$ cat config.mk
export PLATFORM = sky130hd
export DESIGN_NAME = trap_ctrl
export DESIGN_NICKNAME = d
export VERILOG_FILES = /design/src/rtl/trap_ctrl.sv
export SDC_FILE = /design/constraint.sdc
export NUM_CORES = 1
export LEC_CHECK = 0
export ABC_AREA = 1
export BUFFER_PORTS_ARGS = -buffer_cell sky130_fd_sc_hd__buf_2
export CAP_MARGIN = 20
export CORE_MARGIN = 2
export CORE_UTILIZATION = 40
export DETAILED_ROUTE_END_ITERATION = 16
export PLACE_DENSITY = 0.72
export RECOVER_POWER = 100
export SLEW_MARGIN = 20
export SYNTH_ARGS = -nofsm -noshare
export SYNTH_HDL_FRONTEND = slang
export SYNTH_SLANG_ARGS = --single-unit
export TNS_END_PERCENT = 5
$ cat constraint.sdc
create_clock -name clk -period 1.8 [get_ports clk]
set_input_delay 0.36 -clock clk [delete_from_list [all_inputs] [get_ports clk]]
set_output_delay 0.36 -clock clk [all_outputs]
set_load 0.01 [all_outputs]
$ cat src/rtl/trap_ctrl.sv
// trap_ctrl: machine-mode trap sequencer owning the CSR file write port.
// Ports:
//   clk, rst_n                      clock, asynchronous active-low reset
//   inst_ecall/ebreak/mret, inst_pc trap-causing instruction in execute and its PC
//   next_pc                         PC of next sequential instruction (interrupt epc)
//   irq_req, glb_int_en, csr_mie    external interrupt request and enables
//   csr_mstatus/mtvec/mepc          current CSR values, snapshotted at trap entry
//   ex_csr_wren/wraddr/wrdata       execute-stage CSR write, passed through in IDLE
//   csr_wren/wraddr/wrdata          CSR file write port
//   hold                            pipeline stall request
//   jump_en, jump_addr              PC redirect
// Optional: define TRAP_MTVAL_EN to add a W_MTVAL write after W_MCAUSE.
module trap_ctrl #(
    parameter logic [31:0] IRQ_CAUSE   = 32'h8000000B,
    parameter bit          VECTORED_EN = 1'b0
) (
    input  logic        clk,
    input  logic        rst_n,
    input  logic        inst_ecall,
    input  logic        inst_ebreak,
    input  logic        inst_mret,
    input  logic [31:0] inst_pc,
    input  logic [31:0] next_pc,
    input  logic        irq_req,
    input  logic        glb_int_en,
    input  logic [31:0] csr_mie,
    input  logic [31:0] csr_mstatus,
    input  logic [31:0] csr_mtvec,
    input  logic [31:0] csr_mepc,
    input  logic        ex_csr_wren,
    input  logic [11:0] ex_csr_wraddr,
    input  logic [31:0] ex_csr_wrdata,
    output logic        csr_wren,
    output logic [11:0] csr_wraddr,
    output logic [31:0] csr_wrdata,
    output logic        hold,
    output logic        jump_en,
    output logic [31:0] jump_addr
);
    localparam logic [11:0] MSTATUS = 12'h300;
    localparam logic [11:0] MEPC    = 12'h341;
    localparam logic [11:0] MCAUSE  = 12'h342;

`ifdef TRAP_MTVAL_EN
    localparam logic [11:0] MTVAL   = 12'h343;
    typedef enum logic [2:0] {IDLE, W_MEPC, W_MCAUSE, W_MTVAL, W_MSTATUS, M_MSTATUS, JUMP} state_t;
    logic [31:0] mtval_q, mtval_d;
`else
    typedef enum logic [2:0] {IDLE, W_MEPC, W_MCAUSE, W_MSTATUS, M_MSTATUS, JUMP} state_t;
`endif

    state_t      state_q, state_d;
    logic [31:0] cause_q, cause_d;
    logic [31:0] epc_q, epc_d;
    logic [31:0] mstatus_q, mstatus_d;
    logic [31:0] tgt_q, tgt_d;
    logic        irq, req, exc, is_mret;
    logic [31:0] base;
    logic        unused;

    assign unused = ^{csr_mie[31:12], csr_mie[10:0], csr_mepc[1:0]};

    assign irq     = irq_req & glb_int_en & csr_mie[11];
    assign exc     = inst_ecall | inst_ebreak;
    assign is_mret = inst_mret & ~exc;
    assign req     = exc | inst_mret | irq;
    assign base    = {csr_mtvec[31:2], 2'b00};

    always_comb begin
        state_d   = state_q;
        cause_d   = cause_q;
        epc_d     = epc_q;
        mstatus_d = mstatus_q;
        tgt_d     = tgt_q;
`ifdef TRAP_MTVAL_EN
        mtval_d   = mtval_q;
`endif
        case (state_q)
            IDLE: if (req) begin
                state_d   = is_mret ? M_MSTATUS : W_MEPC;
                cause_d   = inst_ecall ? 32'd11 : inst_ebreak ? 32'd3 : IRQ_CAUSE;
                epc_d     = exc ? inst_pc : next_pc;
                mstatus_d = csr_mstatus;
                // Only a taken interrupt may use the vectored target; exceptions use the base.
                tgt_d     = is_mret ? {csr_mepc[31:2], 2'b00}
                          : (!exc && VECTORED_EN && csr_mtvec[1:0] == 2'b01) ? base + {IRQ_CAUSE[29:0], 2'b00}
                          : base;
`ifdef TRAP_MTVAL_EN
                mtval_d   = (inst_ebreak && !inst_ecall) ? inst_pc : 32'd0;
`endif
            end
            W_MEPC:    state_d = W_MCAUSE;
`ifdef TRAP_MTVAL_EN
            W_MCAUSE:  state_d = W_MTVAL;
            W_MTVAL:   state_d = W_MSTATUS;
`else
            W_MCAUSE:  state_d = W_MSTATUS;
`endif
            W_MSTATUS: state_d = JUMP;
            M_MSTATUS: state_d = JUMP;
            default:   state_d = IDLE;
        endcase
    end

    always_ff @(posedge clk or negedge rst_n) begin
        if (!rst_n) begin
            state_q   <= IDLE;
            cause_q   <= '0;
            epc_q     <= '0;
            mstatus_q <= '0;
            tgt_q     <= '0;
`ifdef TRAP_MTVAL_EN
            mtval_q   <= '0;
`endif
        end else begin
            state_q   <= state_d;
            cause_q   <= cause_d;
            epc_q     <= epc_d;
            mstatus_q <= mstatus_d;
            tgt_q     <= tgt_d;
`ifdef TRAP_MTVAL_EN
            mtval_q   <= mtval_d;
`endif
        end
    end

    // Outputs are gated by rst_n so they read zero for the whole reset, not just after an edge.
    always_comb begin
        csr_wren   = 1'b0;
        csr_wraddr = '0;
        csr_wrdata = '0;
        hold       = 1'b0;
        jump_en    = 1'b0;
        jump_addr  = '0;
        if (rst_n) begin
            case (state_q)
                IDLE: begin
                    csr_wren   = ex_csr_wren;
                    csr_wraddr = ex_csr_wraddr;
                    csr_wrdata = ex_csr_wrdata;
                    hold       = req;
                end
                W_MEPC: begin
                    csr_wren   = 1'b1;
                    csr_wraddr = MEPC;
                    csr_wrdata = epc_q;
                    hold       = 1'b1;
                end
                W_MCAUSE: begin
                    csr_wren   = 1'b1;
                    csr_wraddr = MCAUSE;
                    csr_wrdata = cause_q;
                    hold       = 1'b1;
                end
`ifdef TRAP_MTVAL_EN
                W_MTVAL: begin
                    csr_wren   = 1'b1;
                    csr_wraddr = MTVAL;
                    csr_wrdata = mtval_q;
                    hold       = 1'b1;
                end
`endif
                W_MSTATUS: begin
                    csr_wren   = 1'b1;
                    csr_wraddr = MSTATUS;
                    csr_wrdata = {mstatus_q[31:13], 2'b11, mstatus_q[10:8], mstatus_q[3],
                                  mstatus_q[6:4], 1'b0, mstatus_q[2:0]};
                    hold       = 1'b1;
                end
                M_MSTATUS: begin
                    csr_wren   = 1'b1;
                    csr_wraddr = MSTATUS;
                    csr_wrdata = {mstatus_q[31:8], 1'b1, mstatus_q[6:4], mstatus_q[7], mstatus_q[2:0]};
                    hold       = 1'b1;
                end
                default: begin
                    hold      = 1'b1;
                    jump_en   = 1'b1;
                    jump_addr = tgt_q;
                end
            endcase
        end
    end
endmodule

==> run metrics <==
max_cap viols 0; slew margin rel. 0.279; number of setup violations in the final report 77; syn_area_per_cell 6.10 um^2; pwr dens 1520 nW/um^2; Core Area 15300 um^2; Yosys reg bits 100; Psw 5.89 mW; largest net degree at the start of global routing 73; Synth top cells by count 574 x nand2_1, 105 x nor2_1, 103 x nand3_1; vias in the first global route 6723; HPWL Detailed 14.9 mm; count leader, synth nand2_1; actual slew at the worst max-slew pin 1080 ps; Post-Route WL 21.3 mm; maximum vdd ir drop 647 uV; Mapped Cells 1024; Finished Cell Area 8840 um^2; crit path launch type flop; outcome finished, violations left; failing checks setup timing; Worst Path Max Fanout 9; worst-skew pair later-pin latency 340 ps; TritonCTS clock tree built; clock sink count 100; Syn. warnings 0; Seq/Total Area, Yosys 0.400; routability cong. 0.845; Die Height 129 um; CTS max path bufs 2; final hold violations 0; CTS buffer count 9; H-tree Lvls 3; initial antenna violation count 0; largest area contributor in the synthesized netlist dfrtp_1; Period Utilization, post-route 1.19; Max Slew Vio Count 0; # DRC 0; minimum clock period 2150 ps; port bufs 285; std cell rows 45; Post-DRT Antenna Nets 0; fmax 0.466 GHz; RSZ-0062 raised after global routing yes; # diodes 0; required time worst endpoint 1440 ps; Static Leak 5.41 nW; Setup CP Type flop to output pin; Initial Util 0.410; root buffer cell clkbuf_16; top_reg_cell synth dfrtp_1; Reg clk slew, reported paths 70 ps; first-pass GRT wire length 33.7 mm; Synth area leaders dfrtp_1 40%, nand2_1 34%, nand3_1 8.2%; routed len/inst 13.9 um; min setup slack post-route -345 ps; ratio of cells with drive above 1 in the final layout 0.308; dpl cell area 8080 um^2; Nets 1559; ys async rst share 1.00; Die X 129 um; Post-synth EDFFs 0; GRT Util Overall 0.259; Layout area overhead 41.5%; Via density 4.72; Mapped Area 6250 um^2; Sw Ratio 0.437; Die Area 16600 um^2; share of the synthesized area in the top cell type 0.400; CP arrival 1790 ps; Logic pwr share 0.554; I/O Pins 323; DRT iter0 DRCs 348; GR Overflow Total 0; portion of total power attributed to sequential cells 0.297; First-pass DRT Iterations 5; Netlist cell types 24; vias post-DR 7221; Fin Clk Skew 5.26 ps; Cell Int Power 7.58 mW; Hold Path Class primary input to async pin; crit end category output pin; hold slack final 39.1 ps; Clk pwr share 0.149
==> power by group through the flow <==
stage	clock network [mW]	logic, mW	registers (mW)
2_1_floorplan	0	4.26	3.81
3_3_place_gp	0	6.38	4.00
3_5_place_dp	0	6.49	4.04
4_1_cts	2.05	7.31	4.00
5_1_grt	2.17	8.36	4.13
6_report	2.00	7.46	4.01
==> flip-flops by register name, summed over array words and instances (netlist names) <==
signal / cells
epc_q: 32
tgt_q: 30
cause_q: 3
mstatus_q: 32
state_q: 3
==> per-layer routing <==
layer,share of wire,global-route usage
met3,0.063,0.0470
met5,0,0
met4,0.023,0.0895
met1,0.44,0.331
met2,0.48,0.443
==> per-stage QoR <==
stage | worst slack (ps) | TNS, ps | util | std cells | power, mW
4_1_cts | -352 | -22880 | 0.572 | 1527 | 13.4
5_1_grt | -443 | -29030 | 0.580 | 1531 | 14.7
3_5_place_dp | -68.6 | -1000 | 0.530 | 1495 | 10.5
6_report | -345 | -20830 | 0.580 | 1531 | 13.5
2_1_floorplan | 89.4 | 0 | - | 1025 | 8.07
3_3_place_gp | -30.7 | -69.0 | 0.530 | 1495 | 10.4
==> logic make-up after synthesis <==
| group | Yosys count | synth area share |
|---|---|---|
| other cells | 1 | 0.000600 |
| simple gates | 790 | 0.503 |
| compound gates | 12 | 0.0106 |
| flops | 100 | 0.400 |
| buf+inv | 121 | 0.0855 |
==> worst max-delay path, stage by stage (launching register included) <==
cell	delay, ps
dfrtp_2	470
buf_4	170
nor2_4	130
buf_12	140
buf_12	130
nand2_1	50
nand2_1	60
nor2_1	30
nor2_1	110
buf_2	150
==> cells in the final DEF (no fill, tap or decap), types with 2 or more instances in the layout <==
master / count
buf_6: 6
buf_4: 31
clkbuf_1: 3
inv_1: 48
dfrtp_2: 2
o21ai_1: 2
buf_12: 13
inv_2: 4
buf_8: 2
nor2_4: 3
clkbuf_16: 10
nand2_1: 557
o21ai_0: 7
nand3_1: 101
conb_1: 2
clkbuf_8: 2
nor2_1: 87
nand2_4: 5
nor2_2: 16
clkbuf_2: 2
nand2_2: 14
nand4_1: 3
buf_2: 282
buf_16: 4
clkinvlp_4: 2
dfrtp_1: 98
==> repair_timing <==
| item | CTS | global route |
|---|---|---|
| gates resized for setup | 33 | 28 |
| pin swaps | 8 | 10 |
| endpoints found under the setup margin | 77 | 77 |
| setup buffers | 11 | 3 |
| gates cloned | 5 | 1 |
| endpoints found under the hold margin | 9 | 0 |
| hold buffers | 1 | 0 |
==> layout make-up <==
cell class | instances | area [um^2]
clock inverter | 3 | 45.0
fill | 1518 | 6420
timing repair buffer | 345 | 2200
inverter | 55 | 220
sequential | 100 | 2500
multi-input combinational | 804 | 3350
tap | 211 | 264
clock buffer | 13 | 260
==> worst paths after layout <==
kind	from	endpoint	slack [ps]	depth (start not counted)
hold / removal	rst_n	mstatus_q[10]$_DFFE_PN0P_	40	2
hold reg to reg	tgt_q[26]$_DFFE_PN0P_	tgt_q[26]$_DFFE_PN0P_	480	2
setup reg to reg	state_q[0]$_DFFE_PN0P_	mstatus_q[14]$_DFFE_PN0P_	40	10
max in group asynchronous	rst_n	cause_q[3]$_DFFE_PN0P_	460	3
setup / recovery	state_q[1]$_DFFE_PN0P_	csr_wrdata[30]	-350	9
min in group clk	csr_mstatus[23]	mstatus_q[23]$_DFFE_PN0P_	200	3
No activity file was read; power rests on OpenSTA's default activity.
